## src/rtl/mem_bist_initiator.sv

```systemverilog
// ---------------------------------------------------------------------------
// MemBistInitiator -- request-side built-in self-test engine for mem_intf.
//
// Runs a write sweep over [start_addr, end_addr] (inclusive, wrapping modulo
// 2^ADDR_W) and then a read sweep over the same range. Each read is checked
// against SEED ^ addr, which is exactly the value written to that address.
// Every access costs at least two cycles: one request cycle plus one gap cycle.
//
// Ports:
//   clk_i            clock, all logic on the rising edge
//   rst_i            synchronous active-high reset
//   start_i          one-cycle pulse, starts a sweep when idle
//   start_addr_i     first address, sampled with start_i
//   end_addr_i       last address (inclusive), sampled with start_i
//   req_vld_o        request valid towards mem_intf
//   req_rnw_o        1 = read, 0 = write
//   req_addr_o       request address
//   wdata_o          write data (SEED ^ addr, also driven during reads)
//   req_rdy_i        mem_intf accepts the request; rdata_i valid same cycle
//   rdata_i          read data
//   busy_o           sweep in progress
//   done_o           sweep finished, held until the next accepted start
//   pass_o           done with no mismatches (and no timeout)
//   err_cnt_o        saturating count of read mismatches
//   first_err_addr_o address of the first mismatch, 0 if none
//   timeout_o        watchdog expired (only with MEM_BIST_TIMEOUT_EN)
//
// Optional feature macro: MEM_BIST_TIMEOUT_EN
//   Adds timeout_o and a watchdog that abandons the sweep once a request has
//   been stalled for TIMEOUT_CYC consecutive cycles.
// ---------------------------------------------------------------------------
module mem_bist_initiator #(
    parameter int                 ADDR_W      = 4,
    parameter int                 DATA_W      = 32,
    parameter logic [DATA_W-1:0]  SEED        = 32'hC0DE_0000,
    parameter int                 CNT_W       = 8,
    parameter int                 TIMEOUT_CYC = 64
) (
    input  logic              clk_i,
    input  logic              rst_i,
    input  logic              start_i,
    input  logic [ADDR_W-1:0] start_addr_i,
    input  logic [ADDR_W-1:0] end_addr_i,
    output logic              req_vld_o,
    output logic              req_rnw_o,
    output logic [ADDR_W-1:0] req_addr_o,
    output logic [DATA_W-1:0] wdata_o,
    input  logic              req_rdy_i,
    input  logic [DATA_W-1:0] rdata_i,
    output logic              busy_o,
    output logic              done_o,
    output logic              pass_o,
    output logic [CNT_W-1:0]  err_cnt_o,
    output logic [ADDR_W-1:0] first_err_addr_o
`ifdef MEM_BIST_TIMEOUT_EN
    ,
    output logic              timeout_o
`endif
);

    typedef enum logic [2:0] {
        IDLE,
        WR_REQ,
        WR_GAP,
        RD_REQ,
        RD_GAP,
        FINISH
    } state_t;

    state_t              state_q;
    logic [ADDR_W-1:0]   start_q;
    logic [ADDR_W-1:0]   end_q;
    logic [ADDR_W-1:0]   cur_q;
    logic                req_vld_q;
    logic                req_rnw_q;
    logic [ADDR_W-1:0]   req_addr_q;
    logic [DATA_W-1:0]   wdata_q;
    logic                busy_q;
    logic                done_q;
    logic                pass_q;
    logic [CNT_W-1:0]    err_cnt_q;
    logic [ADDR_W-1:0]   first_err_addr_q;

`ifdef MEM_BIST_TIMEOUT_EN
    localparam int WD_W = $clog2(TIMEOUT_CYC + 1);
    logic [WD_W-1:0]     wd_q;
    logic                timeout_q;
`endif

    // Value written to (and expected back from) a given address.
    function automatic logic [DATA_W-1:0] patternFor(input logic [ADDR_W-1:0] addr);
        return SEED ^ DATA_W'(addr);
    endfunction

    // Single FSM with all outputs registered. Request outputs are loaded on
    // entry to a REQ state and left untouched while stalled, so they stay
    // stable until the accept cycle.
    always_ff @(posedge clk_i) begin
        if (rst_i) begin
            state_q          <= IDLE;
            start_q          <= '0;
            end_q            <= '0;
            cur_q            <= '0;
            req_vld_q        <= 1'b0;
            req_rnw_q        <= 1'b0;
            req_addr_q       <= '0;
            wdata_q          <= '0;
            busy_q           <= 1'b0;
            done_q           <= 1'b0;
            pass_q           <= 1'b0;
            err_cnt_q        <= '0;
            first_err_addr_q <= '0;
`ifdef MEM_BIST_TIMEOUT_EN
            wd_q             <= '0;
            timeout_q        <= 1'b0;
`endif
        end else begin
`ifdef MEM_BIST_TIMEOUT_EN
            // Counts consecutive stalled request cycles; any cycle that is not
            // a stall (accept, gap, idle) clears it, which covers REQ entry.
            if (req_vld_q && !req_rdy_i) begin
                wd_q <= wd_q + 1'b1;
            end else begin
                wd_q <= '0;
            end
`endif
            case (state_q)
                IDLE: begin
                    if (start_i) begin
                        start_q          <= start_addr_i;
                        end_q            <= end_addr_i;
                        cur_q            <= start_addr_i;
                        busy_q           <= 1'b1;
                        done_q           <= 1'b0;
                        pass_q           <= 1'b0;
                        err_cnt_q        <= '0;
                        first_err_addr_q <= '0;
                        req_vld_q        <= 1'b1;
                        req_rnw_q        <= 1'b0;
                        req_addr_q       <= start_addr_i;
                        wdata_q          <= patternFor(start_addr_i);
`ifdef MEM_BIST_TIMEOUT_EN
                        timeout_q        <= 1'b0;
`endif
                        state_q          <= WR_REQ;
                    end
                end
                WR_REQ: begin
                    if (req_rdy_i) begin
                        req_vld_q <= 1'b0;
                        state_q   <= WR_GAP;
                    end
                end
                WR_GAP: begin
                    // Last write done: restart at the first address for reads.
                    if (cur_q == end_q) begin
                        cur_q      <= start_q;
                        req_rnw_q  <= 1'b1;
                        req_addr_q <= start_q;
                        wdata_q    <= patternFor(start_q);
                        state_q    <= RD_REQ;
                    end else begin
                        cur_q      <= cur_q + 1'b1;
                        req_addr_q <= cur_q + 1'b1;
                        wdata_q    <= patternFor(cur_q + 1'b1);
                        state_q    <= WR_REQ;
                    end
                    req_vld_q <= 1'b1;
                end
                RD_REQ: begin
                    if (req_rdy_i) begin
                        if (rdata_i != patternFor(cur_q)) begin
                            if (err_cnt_q != '1) begin
                                err_cnt_q <= err_cnt_q + 1'b1;
                            end
                            if (err_cnt_q == '0) begin
                                first_err_addr_q <= cur_q;
                            end
                        end
                        req_vld_q <= 1'b0;
                        state_q   <= RD_GAP;
                    end
                end
                RD_GAP: begin
                    if (cur_q == end_q) begin
                        busy_q  <= 1'b0;
                        done_q  <= 1'b1;
                        pass_q  <= (err_cnt_q == '0);
                        state_q <= FINISH;
                    end else begin
                        cur_q      <= cur_q + 1'b1;
                        req_addr_q <= cur_q + 1'b1;
                        wdata_q    <= patternFor(cur_q + 1'b1);
                        req_vld_q  <= 1'b1;
                        state_q    <= RD_REQ;
                    end
                end
                FINISH: begin
                    state_q <= IDLE;
                end
                default: begin
                    state_q <= IDLE;
                end
            endcase
`ifdef MEM_BIST_TIMEOUT_EN
            // Watchdog expiry overrides whatever the REQ state decided.
            if (req_vld_q && !req_rdy_i && wd_q == WD_W'(TIMEOUT_CYC - 1)) begin
                req_vld_q <= 1'b0;
                timeout_q <= 1'b1;
                busy_q    <= 1'b0;
                done_q    <= 1'b1;
                pass_q    <= 1'b0;
                state_q   <= FINISH;
            end
`endif
        end
    end

    assign req_vld_o        = req_vld_q;
    assign req_rnw_o        = req_rnw_q;
    assign req_addr_o       = req_addr_q;
    assign wdata_o          = wdata_q;
    assign busy_o           = busy_q;
    assign done_o           = done_q;
    assign pass_o           = pass_q;
    assign err_cnt_o        = err_cnt_q;
    assign first_err_addr_o = first_err_addr_q;
`ifdef MEM_BIST_TIMEOUT_EN
    assign timeout_o        = timeout_q;
`endif

endmodule

```

## config.mk

```make
export PLATFORM = sky130hd
export DESIGN_NAME = mem_bist_initiator
export DESIGN_NICKNAME = d
export VERILOG_FILES = /design/src/rtl/mem_bist_initiator.sv
export SDC_FILE = /design/constraint.sdc
export NUM_CORES = 1
export LEC_CHECK = 0
export ABC_CLOCK_PERIOD_IN_PS = 2170
export BUFFER_PORTS_ARGS = -buffer_cell sky130_fd_sc_hd__buf_2
export CORE_MARGIN = 5
export CORE_UTILIZATION = 40
export DETAILED_ROUTE_END_ITERATION = 10
export PLACE_DENSITY = 0.72
export REMOVE_ABC_BUFFERS = 1
export SETUP_SLACK_MARGIN = 0.05
export SLEW_MARGIN = 20
export SYNTH_ARGS = -nofsm -noshare
export SYNTH_HDL_FRONTEND = slang
export SYNTH_SLANG_ARGS = --single-unit
```

## constraint.sdc

```tcl
create_clock -name clk_i -period 2.17 [get_ports clk_i]
set_clock_uncertainty 0.05 [all_clocks]
set_input_delay 0.217 -clock clk_i [delete_from_list [all_inputs] [get_ports clk_i]]
set_output_delay 0.217 -clock clk_i [all_outputs]
set_load 0.05 [all_outputs]
```

==> results.toml <==
[layout]
layout-drive-gt1-share_pct = 36.1
instances_no_fill = 424
syn_to_final_growth_pct = 23.5
nFillCells = 532
stdcell_area_um2 = 2760
nets = 398
antenna_cells = 0
final_util_pct = 50.5

[clock_network]
cts_tree = "yes"
cts_root_buffer = "clkbuf_8"
cts_sinks = 33
worstSkewPairLatency_ns = 0.28
clk_pin_slew_ns = 0.07
htreeDepth = 2
cts_buffer_depth = 2
cts_made_buffers = 5
cts_setup_buffers = 0

[timing]
period_minus_slack_ns = 2.06
fmax_ghz = 0.486
hold_viol = 0
maxSlewViolCount = 0
setup_viol = 0
min_period_over_period_pct = 94.8
rsz0062_at_grt = "true"
setup_tns_ns = 0
hold_ws_ns = 0.114
fin_ws_ns = 0.113

[yosys]
avgSynthCellArea_um2 = 8.22
synth_ff_type = "dfxtp_1"
yosys_warnings = 0
synthArstFlopShare_pct = 0
synth_edf_count = 0
netlist.area_leader.share_pct = 29.5
yosys.area.top_type = "dfxtp_1"
ys_ff_latch = 33
synth.area.top_cells = "dfxtp_1 (30%), buf_4 (11%), a21oi_1 (6.0%)"
synth_area_um2 = 2240
synthCells = 272
synth_cell_types = 55
ys_seq_area_share_pct = 29.5
yosys-top-cells-count = "buf_4 (33), dfxtp_1 (33), nand2_1 (28)"

[floorplan]
core_area_um2 = 5470
die_h_um = 84.8
die-area_um2 = 7190
die_x_um = 84.8
start_util_pct = 40.9
ios = 97
rows = 27

[place]
hpwl_mm = 4.62
gp_congestion = 0.961
dp_cells = 416
placedInstanceArea_um2 = 2640
portBuffers = 76
pre_cts_ws_ns = 0.116

[global_routing]
grt_pass1_wl_mm = 9.63
grt_overflow = 0
grt.total_usage_pct = 16.0
first_global_vias = 2082
antenna_found_initial = 0
grt_max_degree = 28

[setup_path]
worst-path-stages = 5
crit_buf_inv = 0
cp_top_family = "simple AND/OR/NAND/NOR gates"
rr_worst_depth = 5
worst-endpoint-required_ns = 2.30
worst_path_max_delay_cell = "or3_1"
setup.worst_path.end_class = "register"
worstPathCellList = "or3b_4 > a21oi_4 > o31ai_4 > or3_1 > o41ai_2"
cp-start-kind = "register"
slowest_delay_ns = 0.49
worstSetupPathType = "reg2reg"
critPathMaxFanout = 8
worstPathArrival_ns = 2.19
r2r-start = "state_q[0]$_SDFFE_PP0P_"
crit_path_start = "state_q[0]$_SDFFE_PP0P_"

[worst_hold_path]
min-delay-start = "end_addr_i[1]"
min_path_cells = 3
min_path_type = "in2reg"

[routing]
drt_first_pass_iters = 5
drtIter0Drc = 237
vias = 2244
viasPerCell = 5.29
drtAntennaViolNets = 0
wl_per_cell_um = 14.5
drcViolationCount = 0
routed_wl_mm = 6.15

[flow_run]
cap_violations = 0

[power_and_ir_drop]
report.power.total_mw = 1.76
powerDensity_nw_per_um2 = 637
peakVddDrop_v = 0.000455
power_leakage_nw = 1.29

[outcome]
status = "finished clean"
==> kinds of logic (layout without fill, tap and decap cells) <==
kind of cell	count (synthesis)	in the layout	share of synthesized area [%]
xor gates and xnor gates	8	8	3.13
AOI/OAI and AO/OA	81	81	26.4
and+or+nand+nor	85	85	21.6
buffers and inverters	57	118	15.5
other	1	20	0.168
adders and majority gates	3	3	1.68
DFF	33	33	29.5
muxes	4	4	2.01
==> placed cells by master, fill, tap and decap left out, drive strengths merged, types with 4 or more instances in the layout <==
cell,count
buf,98
dfxtp,33
nand2,28
a21oi,28
conb,20
nor2,14
o21ai,13
inv,12
nand3,9
o41ai,8
xor2,7
clkbuf,7
o211ai,5
nor4,5
nor2b,4
and3,4
a31oi,4
o311ai,4
mux2,4
or4,4
==> sequential cells by signal, indices dropped and copies added, names as in the netlist <==
register,count
busy_o,1
done_o,1
end_q,4
err_cnt_o,8
first_err_addr_o,4
pass_o,1
req_addr_o,3
req_rnw_o,1
req_vld_o,1
start_q,4
state_q,3
wdata_o,2
==> cell type report <==
class | instances | area (µm²) | share of cell area [%]
well taps | 72 | 90.1 | 3.26
inverters | 12 | 45.0 | 1.63
multi-input cells | 201 | 1320 | 47.8
clock inverters | 1 | 5.00 | 0.181
repair buffers | 98 | 546 | 19.7
flip-flops and latches | 33 | 661 | 23.9
clock buffers | 7 | 96.3 | 3.49
==> report_power, final <==
part	leakage [nW]	total, mW	internal, mW	switching (mW)
clock network	0.0542	0.505	0.286	0.218
registers	0.269	0.661	0.635	0.0260
logic	0.971	0.593	0.183	0.410
==> layer usage <==
layer  track usage [%]  vias to the layer above  part of all wire [%]
met5                 0                        -                     0
met3              3.14                        9                   9.0
met1              21.0                     1021                    43
li1                  -                     1101                     -
met4              5.76                        0                   1.5
met2              26.1                      113                    46
==> worst min-delay path: stages <==
cell and delay, ns:
buf_2 0.09, nand2_1 0.04, a21oi_1 0.05
==> worst paths after layout <==
check | slack, ns | to
worst max register to register | 0.11 | err_cnt_o[2]$_SDFFE_PP0P_
worst max-delay path | 0.11 | err_cnt_o[2]$_SDFFE_PP0P_
worst min-delay path | 0.11 | end_q[1]$_SDFFE_PP0P_
worst min register to register | 0.40 | start_q[2]$_SDFFE_PP0P_
==> timing repair <==
action,in CTS,in global routing
hold buffers,0,0
gates resized for setup,0,3
setup endpoints to repair,0,12
endpoints found under the hold margin,0,0
(Power assumes the default switching activity.)
